**src/rtl/sap1_pkg.sv**
```systemverilog
// Shared SAP-1 sequencer definitions: opcodes, control-word bit positions,
// named control words and the one-hot ring states.
package sap1_pkg;

   localparam int CON_W   = 12;
   localparam int T_COUNT = 6;

   localparam logic [3:0] OP_LDA = 4'b0000;
   localparam logic [3:0] OP_ADD = 4'b0001;
   localparam logic [3:0] OP_SUB = 4'b0010;
   localparam logic [3:0] OP_OUT = 4'b1110;
   localparam logic [3:0] OP_HLT = 4'b1111;

   localparam int CON_CP     = 11;
   localparam int CON_EP     = 10;
   localparam int CON_LM_BAR = 9;
   localparam int CON_CE_BAR = 8;
   localparam int CON_LI_BAR = 7;
   localparam int CON_EI_BAR = 6;
   localparam int CON_LA_BAR = 5;
   localparam int CON_EA     = 4;
   localparam int CON_SU     = 3;
   localparam int CON_EU     = 2;
   localparam int CON_LB_BAR = 1;
   localparam int CON_LO_BAR = 0;

   function automatic logic [CON_W-1:0] con_bit(input int idx);
      return 12'd1 << idx;
   endfunction

   // Every word is the idle word with its active-low strobes pulled low
   // and its active-high strobes raised.
   localparam logic [CON_W-1:0] CON_IDLE   = con_bit(CON_LM_BAR) | con_bit(CON_CE_BAR) |
                                             con_bit(CON_LI_BAR) | con_bit(CON_EI_BAR) |
                                             con_bit(CON_LA_BAR) | con_bit(CON_LB_BAR) |
                                             con_bit(CON_LO_BAR);
   localparam logic [CON_W-1:0] CON_T1     = (CON_IDLE & ~con_bit(CON_LM_BAR)) | con_bit(CON_EP);
   localparam logic [CON_W-1:0] CON_T2     = CON_IDLE | con_bit(CON_CP);
   localparam logic [CON_W-1:0] CON_T3     = CON_IDLE & ~con_bit(CON_CE_BAR) & ~con_bit(CON_LI_BAR);
   localparam logic [CON_W-1:0] CON_MAR_IR = CON_IDLE & ~con_bit(CON_LM_BAR) & ~con_bit(CON_EI_BAR);
   localparam logic [CON_W-1:0] CON_LDA_T5 = CON_IDLE & ~con_bit(CON_CE_BAR) & ~con_bit(CON_LA_BAR);
   localparam logic [CON_W-1:0] CON_ALU_T5 = CON_IDLE & ~con_bit(CON_CE_BAR) & ~con_bit(CON_LB_BAR);
   localparam logic [CON_W-1:0] CON_ADD_T6 = (CON_IDLE & ~con_bit(CON_LA_BAR)) | con_bit(CON_EU);
   localparam logic [CON_W-1:0] CON_SUB_T6 = CON_ADD_T6 | con_bit(CON_SU);
   localparam logic [CON_W-1:0] CON_OUT_T4 = (CON_IDLE & ~con_bit(CON_LO_BAR)) | con_bit(CON_EA);

   typedef enum logic [T_COUNT-1:0] {
      T1 = 6'b000001,
      T2 = 6'b000010,
      T3 = 6'b000100,
      T4 = 6'b001000,
      T5 = 6'b010000,
      T6 = 6'b100000
   } ring_state_e;

   // Last execute state that carries a non-idle word for an opcode.
   function automatic logic [T_COUNT-1:0] last_exec_state(input logic [3:0] op);
      case (op)
         OP_LDA:                 return T5;
         OP_ADD, OP_SUB, OP_HLT: return T6;
         default:                return T4;
      endcase
   endfunction

endpackage

```
**src/rtl/ring_counter.sv**
```systemverilog
// Six-state one-hot ring counter with synchronous active-low clear, a hold
// input that freezes the state and a restart input that forces T1.
module ring_counter
   import sap1_pkg::*;
(
   input  logic               clk,
   input  logic               clr_bar,
   input  logic               hold,
   input  logic               restart,
   output logic [T_COUNT-1:0] t
);

   logic [T_COUNT-1:0] state_reg;
   logic [T_COUNT-1:0] state_next;
   logic [T_COUNT-1:0] rotated;

   genvar gi;
   generate
      for (gi = 0; gi < T_COUNT; gi++) begin : g_rotate
         assign rotated[gi] = state_reg[(gi + T_COUNT - 1) % T_COUNT];
      end
   endgenerate

   // A corrupted (non one-hot) state self-heals to T1 instead of circulating.
   always_comb begin
      state_next = rotated;
      if (!$onehot(state_reg)) begin
         state_next = T1;
      end else if (hold) begin
         state_next = state_reg;
      end else if (restart) begin
         state_next = T1;
      end
   end

   always_ff @(posedge clk) begin
      if (!clr_bar) begin
         state_reg <= T1;
      end else begin
         state_reg <= state_next;
      end
   end

   assign t = state_reg;

endmodule

```
**src/rtl/controller_sequencer.sv**
```systemverilog
// SAP-1 controller-sequencer: ring counter, opcode decode to the 12-bit CON
// word and sticky halt. Define SAP1_VAR_CYCLE_EN to skip trailing idle states.
module controller_sequencer
   import sap1_pkg::*;
(
   input  logic               CLK_BAR,
   input  logic               CLR_BAR,
   input  logic [3:0]         IR_OP,
   output logic [CON_W-1:0]   CON,
   output logic [T_COUNT-1:0] T,
   output logic               HLT
);

   logic [T_COUNT-1:0] t_state;
   logic               halted_reg;
   logic               halted_next;
   logic               halt_detect;
   logic               ring_hold;
   logic               ring_restart;
   logic [CON_W-1:0]   con_word;

   assign halt_detect = !halted_reg && (t_state == T4) && (IR_OP == OP_HLT);
   assign ring_hold   = halted_reg || halt_detect;

`ifdef SAP1_VAR_CYCLE_EN
   assign ring_restart = !ring_hold && (t_state == last_exec_state(IR_OP));
`else
   assign ring_restart = 1'b0;
`endif

   ring_counter u_ring (
      .clk     (CLK_BAR),
      .clr_bar (CLR_BAR),
      .hold    (ring_hold),
      .restart (ring_restart),
      .t       (t_state)
   );

   always_comb begin
      halted_next = halted_reg;
      if (halt_detect) begin
         halted_next = 1'b1;
      end
   end

   // Clear takes precedence, so a halt seen on a clearing edge is dropped.
   always_ff @(posedge CLK_BAR) begin
      if (!CLR_BAR) begin
         halted_reg <= 1'b0;
      end else begin
         halted_reg <= halted_next;
      end
   end

   always_comb begin
      con_word = CON_IDLE;
      if (!halted_reg) begin
         case (t_state)
            T1: con_word = CON_T1;
            T2: con_word = CON_T2;
            T3: con_word = CON_T3;
            T4: begin
               case (IR_OP)
                  OP_LDA, OP_ADD, OP_SUB: con_word = CON_MAR_IR;
                  OP_OUT:                 con_word = CON_OUT_T4;
                  default:                con_word = CON_IDLE;
               endcase
            end
            T5: begin
               case (IR_OP)
                  OP_LDA:         con_word = CON_LDA_T5;
                  OP_ADD, OP_SUB: con_word = CON_ALU_T5;
                  default:        con_word = CON_IDLE;
               endcase
            end
            T6: begin
               case (IR_OP)
                  OP_ADD:  con_word = CON_ADD_T6;
                  OP_SUB:  con_word = CON_SUB_T6;
                  default: con_word = CON_IDLE;
               endcase
            end
            default: con_word = CON_IDLE;
         endcase
      end
   end

   assign CON = con_word;
   assign T   = t_state;
   assign HLT = halted_reg || halt_detect;

endmodule

```
**config.mk**
```make
export PLATFORM = sky130hd
export DESIGN_NAME = controller_sequencer
export DESIGN_NICKNAME = d
export VERILOG_FILES = /design/src/rtl/sap1_pkg.sv /design/src/rtl/ring_counter.sv /design/src/rtl/controller_sequencer.sv
export SDC_FILE = /design/constraint.sdc
export NUM_CORES = 1
export LEC_CHECK = 0
export BUFFER_PORTS_ARGS = -buffer_cell sky130_fd_sc_hd__buf_2
export CELL_PAD_IN_SITES_DETAIL_PLACEMENT = 1
export CELL_PAD_IN_SITES_GLOBAL_PLACEMENT = 2
export CORE_UTILIZATION = 25
export CTS_BUF_LIST = sky130_fd_sc_hd__clkbuf_16
export CTS_CLUSTER_DIAMETER = 150
export DETAILED_ROUTE_END_ITERATION = 8
export GPL_ROUTABILITY_DRIVEN = 0
export PLACE_DENSITY_LB_ADDON = 0.1
export SLEW_MARGIN = 15
export SYNTH_ARGS = -nofsm -noshare
export SYNTH_HDL_FRONTEND = slang
export SYNTH_SLANG_ARGS = --single-unit
export TNS_END_PERCENT = 20
```
**constraint.sdc**
```tcl
create_clock -name CLK_BAR -period 3.1 [get_ports CLK_BAR]
set_clock_uncertainty 0.05 [all_clocks]
set_input_delay 0.62 -clock CLK_BAR [delete_from_list [all_inputs] [get_ports CLK_BAR]]
set_output_delay 0.62 -clock CLK_BAR [all_outputs]
set_load 0.02 [all_outputs]
```
==> results of run 1 <==
==> cells in the mapped netlist (all sizes together) (2+ instances only) <==
cell and count:
buf 2, a21oi 4, fa 2, ha 13
inv 11, o21ai 2, a22o 4, nor3 2
or3 2, nor2b 2, and3 5, xnor2 2
nand3 15, nor3b 2, mux2i 6, dfxtp 7
==> stage by stage <==
step           cells  utilization [%]
2_1_floorplan     95                -
3_3_place_gp     165             33.0
3_5_place_dp     165             33.0
4_1_cts          169             35.5
5_1_grt          169             35.6
6_report         169             35.6
==> power breakdown <==
| part | internal [uW] | leakage, uW | switching [uW] |
|---|---|---|---|
| registers | 106 | 0.0000570 | 20.6 |
| logic | 195 | 0.000444 | 283 |
| clock network | 168 | 0.0000423 | 53.4 |
==> worst max-delay path, cell delays in order, from the launching register on <==
cell and delay, ns:
dfxtp_1 0.40, inv_1 0.10, ha_1 0.30, a22o_1 0.29
a22o_4 0.29, or4_4 0.52, buf_2 0.17
==> per-layer routing <==
| metal | up-vias | share of wire [%] |
|---|---|---|
| met5 | - | 0 |
| met4 | 0 | 1.8 |
| met3 | 4 | 2.6 |
| met2 | 15 | 43 |
| met1 | 365 | 53 |
| li1 | 408 | - |
==> logic make-up after synthesis <==
logic type      Yosys count  synth area share [%]
flops                     7                  16.9
fa+ha+maj                15                  24.4
buf+inv                  14                  7.38
compound gates           14                  13.3
mux                       7                  8.58
simple gates             36                  27.4
xor+xnor                  2                  2.11
==> worst paths after layout <==
| path | slack, ns | cells after the start | endpoint |
|---|---|---|---|
| worst max register to register | 0.63 | 10 | u_ring.t[0]$_SDFFE_PN1N_ |
| worst min-delay path | 0.49 | 2 | u_ring.t[5]$_SDFFE_PN0N_ |
| worst min register to register | 0.49 | 2 | u_ring.t[5]$_SDFFE_PN0N_ |
| worst max-delay path | 0.13 | 6 | CON[1] |
==> timing repair <==
action                                  CTS  global route
endpoints found under the setup margin    0             1
gates resized for setup                   0             1
hold buffers                              0             0
==> final cells by class <==
type	instances	area [um2]	share of cell area, %
Clock buffer	3	75.1	6.80
Clock inverter	1	3.75	0.340
Inverter	11	41.3	3.74
Multi-Input combinational cell	74	632	57.2
Sequential cell	7	140	12.7
Tap cell	44	55.1	4.98
Timing Repair Buffer	29	158	14.3
==> summary.txt, run 1 <==
Outcome
  • Status: complete, no violations

Global routing
  • First-pass GRT wire length: roughly 3700 um
  • Met3 GRT Util: around 2.2%
  • GR Layer Usage met1: roughly 21%
  • Vias in the first global route: 742
  • Met2 usage: between 10% and 20%
  • Global route overflow: 0
  • Initial antenna violation count: 0
  • Largest net degree at the start of global routing: 12
  • Total GRT Usage: 14.4%
  • Grt peak-use layer: met1

Logic synthesis
  • Area share of the largest cell type after synthesis: 19.6%
  • Leading area contributor after synthesis: ha_1
  • Seq/Total Area, Yosys: about 17%
  • Async S/R FF share, synth: 0%
  • Synth Flop Type: dfxtp_1
  • Mapped Nets: between 100 and 150
  • Synth unique cells: 33
  • EDFF count, synth: 0
  • Post-Synthesis Cells: between 90 and 100
  • Synth warn: 0
  • Mapped cell area: around 830 um2
  • Top cells by area, synth: ha_1, dfxtp_1, nand3_1
  • Syn avg cell area: a little under 9 um2
  • #FFs+latches synth: 7

CTS
  • Worst skew pair latency: 0.23 ns
  • CTS root buffer: clkbuf_16
  • TritonCTS buffer count: 3
  • Worst-path clk slew: 0.04 ns
  • CTS tree: done
  • CTS sink cnt: 7
  • Postcts setup bufs: 0
  • H-Tree Depth: 1
  • Clk buf depth: 2

Floorplanning
  • I/O pin total: 25
  • Starting density of the core: 26.8%
  • Die footprint: about 3600 um2
  • Die width: between 50 and 60 um
  • CORE AREA: approximately 3100 um2
  • Std cell rows: 20
  • Chip Height: approximately 60 um

Routing
  • Final ANT Viol Nets: 0
  • Residual DRC: 0
  • Via density: around 4.7
  • Avg WL per Cell: 13.9 um
  • Routed wire length: about 2300 um
  • First-iteration detailed-routing DRC count: 27
  • Routed via count: ~800
  • DRT Pass-1 Iters: 4

Finish
  • Fin nets: about 150
  • Fill count: 395
  • Synth-to-Final Area Change: 33.0%
  • Final Cell Area: between 1000 and 1500 um2
  • Share of cells above drive strength 1: between 30% and 40%
  • Commonest cells after routing, fill and taps aside: buf_2, nand3_1, inv_1, ha_1, dfxtp_1
  • Ant. Diodes: 0
  • Max reg flops: 6
  • Most common cell after layout, fill and taps aside: buf_2

Timing
  • Setup violators final: 0
  • F_max: 337 MHz
  • RSZ-0062 raised after global routing: no
  • Actual slew at the worst max-slew pin: 0.325 ns
  • Pins Over Slew Limit: 0
  • Post-route clock period utilization: 95.8%
  • Final Critical Period: 2.97 ns
  • Hold WS: around 0.49 ns
  • Fin. Hold Viols: 0
  • Sum of negative setup slack: 0 ns
  • Final WS setup: approximately 0.13 ns
  • Slew headroom: approximately four fifths

Min path
  • Hold Crit Class: reg2reg
  • Worst hold start: u_ring.t[5]$_SDFFE_PN0N_

Placed design
  • Post-Place Cell Area: between 1000 and 1500 um2
  • Pre-CTS setup slack: roughly 0.36 ns
  • Port Buffers: 24
  • Final HPWL DP: approximately 1800 um

Power and ir drop
  • Maximum VDD drop: around 0.00039 V
  • Pwr dens: between 700 and 800 nW/um2
  • Tot Pwr: about 830 uW
  • Leak pwr: 0.000543 uW

Worst setup path
  • Critical path required time: around 2.4 ns
  • Crit Path Class: reg2out
  • Worst Setup SP: u_ring.t[5]$_SDFFE_PN0N_
  • Critical path arrival: approximately 2.3 ns
  • Endpoint type of the worst setup path: output pin
  • RR Startpoint: u_ring.t[0]$_SDFFE_PN1N_
  • CP Launch Type: register
  • Max FO, Critical Path: 9

Flow run
  • Max Cap Viol: 0
Note: power is estimated with default switching activity, not from simulation.
==> run 2, diff against run 1 <==
- BUFFER_PORTS_ARGS: -buffer_cell sky130_fd_sc_hd__buf_2 -> -buffer_cell sky130_fd_sc_hd__buf_4
==> run 2 against run 1 <==
Compared with the run above: cell count unchanged; combinational power rose by 8.4%; largest power group unchanged; critical endpoint unchanged; design area grew 5.4%.
==> summary.txt, run 2 (synthesis results as in run 1) <==
Outcome
  • Status: complete, no violations

Timing
  • Pins Over Slew Limit: 0
  • Final Critical Period: roughly 3 ns
  • F_max: approximately 330 MHz
  • Post-route clock period utilization: approximately 97%
  • Final WS setup: between 0.1 and 0.15 ns
  • Sum of negative setup slack: 0 ns
  • RSZ-0062 raised after global routing: no
  • Setup violators final: 0
  • Actual slew at the worst max-slew pin: 0.360 ns
  • Slew headroom: 76.0%
  • Fin. Hold Viols: 0

Worst setup path
  • Max FO, Critical Path: 11
  • Critical path arrival: around 2.3 ns
  • Worst path top cell family by delay: compound AO/OA/AOI/OAI gates
  • CP Launch Type: register
  • Buf/Inv on CP: 2
  • Critical path's slowest cell: or4_4
  • CP Cell Sequence: inv_1, ha_1, a22o_1, a22o_4, or4_4, buf_4
  • RR Startpoint: u_ring.t[0]$_SDFFE_PN1N_
  • Critical path required time: around 2.4 ns
  • R2R Setup Slk: 0.68 ns
  • R2R depth: 10
  • Crit Path Class: reg2out
  • Endpoint type of the worst setup path: output pin
  • Max incr delay on CP: around 0.52 ns
  • Worst reg2reg path endpoint: u_ring.t[0]$_SDFFE_PN1N_

Min path
  • Hold Path Stages: 2
  • Hold Crit Class: reg2reg
  • Worst Hold Path EP: u_ring.t[1]$_SDFFE_PN0N_
  • Worst hold start: u_ring.t[0]$_SDFFE_PN1N_

Floorplanning
  • Chip Height: between 50 and 60 um
  • Starting density of the core: a little over a quarter
  • CORE AREA: 3100 um2
  • Std cell rows: 20
  • Die width: about 60 um
  • I/O pin total: 25
  • Die footprint: ~3600 um2

Routing
  • Final ANT Viol Nets: 0
  • Top Metal Used: met4
  • Residual DRC: 0
  • Met2 WL: approximately 1000 um
  • Routed via count: 802
  • Routed wl met3: between 30 and 40 um
  • Via density: 4.75
  • DRT Pass-1 Iters: 4
  • Metal-1 WL: 1290 um
  • First-iteration detailed-routing DRC count: 29
  • Avg WL per Cell: 14.1 um
  • Routed wire length: around 2400 um

Finish
  • Fin nets: about 150
  • Max reg flops: 6
  • Most common cell after layout, fill and taps aside: buf_4
  • Synth-to-Final Area Change: 40.2%
  • Commonest cells after routing, fill and taps aside: buf_4, nand3_1, inv_1, ha_1, dfxtp_1
  • Fill count: 390
  • Area occupied by multi-input gates: between 600 and 700 um2
  • Seq. cell area: 140 um2
  • Share of cells above drive strength 1: about a third
  • Ant. Diodes: 0

CTS
  • CTS sink cnt: 7
  • CTS root buffer: clkbuf_16
  • H-Tree Depth: 1
  • Postcts setup bufs: 0
  • Worst-path clk slew: around 0.04 ns
  • Clk buf depth: 2
  • Cts hold-fix bufs: 0
  • Worst skew pair latency: roughly 0.23 ns
  • TritonCTS buffer count: 3
  • CTS tree: done

Power and ir drop
  • Maximum VDD drop: roughly 0.00054 V
  • Leak pwr: 0.000560 uW
  • Pwr dens: around 740 nW/um2

Global routing
  • Initial antenna violation count: 0
  • Vias in the first global route: around 790
  • Total GRT Usage: 14.0%
  • First-pass GRT wire length: around 3700 um
  • Largest net degree at the start of global routing: 12
  • Global route overflow: 0

Placed design
  • Pre-CTS setup slack: about 0.33 ns
  • Final HPWL DP: ~1900 um
  • Port Buffers: 24

Flow run
  • Max Cap Viol: 0
-- run 2: layer usage --
metal	global-route usage, %	vias up
met3	1.31	3
li1	-	404
met4	4.98	0
met1	20.9	383
met2	20.6	12
met5	0	-
-- run 2: where the power goes --
part,internal (uW),leakage (uW),switching [uW]
clock network,168,0.0000423,49.1
registers,106,0.0000570,20.2
logic,232,0.000460,287
total,506,0.000560,357
-- run 2: metrics by stage --
stage | power, uW | util, % | instance area (um2) | hold slack (ns) | cells
after global placement | 652 | 34.9 | 1080 | 0.469 | 165
final | 862 | 37.5 | 1160 | 0.488 | 169
after CTS | 872 | 37.5 | 1160 | 0.497 | 169
after detailed placement | 648 | 34.9 | 1080 | 0.490 | 165
after global routing | 918 | 37.5 | 1160 | 0.531 | 169
after floorplan | 455 | - | 831 | 0.537 | 95
-- run 2: tightest hold or removal path: cells and delay by family (launching register included) --
family / cells / cell delay, ns
flops: 1 / 0.34
simple gates: 1 / 0.08
mux: 1 / 0.06
-- run 2: worst max path at each step --
stage                                        start                       end  cells after the start
final                     u_ring.t[0]$_SDFFE_PN1N_                    CON[1]                      6
after global placement    u_ring.t[0]$_SDFFE_PN1N_                    CON[1]                      6
after CTS                 u_ring.t[4]$_SDFFE_PN0N_                    CON[1]                      6
after floorplan           u_ring.t[0]$_SDFFE_PN1N_  u_ring.t[0]$_SDFFE_PN1N_                      9
after global routing      u_ring.t[0]$_SDFFE_PN1N_                    CON[1]                      6
after detailed placement  u_ring.t[4]$_SDFFE_PN0N_                    CON[1]                      6
-- run 2: area by class of cell --
cell class	count	share of cell area [%]
multi-input combinational	74	54.2
timing repair buffer	29	18.7
sequential	7	12.0
clock buffer	3	6.44
tap	44	4.73
inverter	11	3.54
clock inverter	1	0.322
-- run 2: what timing repair did --
action | 4_1_cts | 5_1_grt
hold endpoints to repair | 0 | 0
resized for setup | 0 | 1
endpoints found under the setup margin | 0 | 1
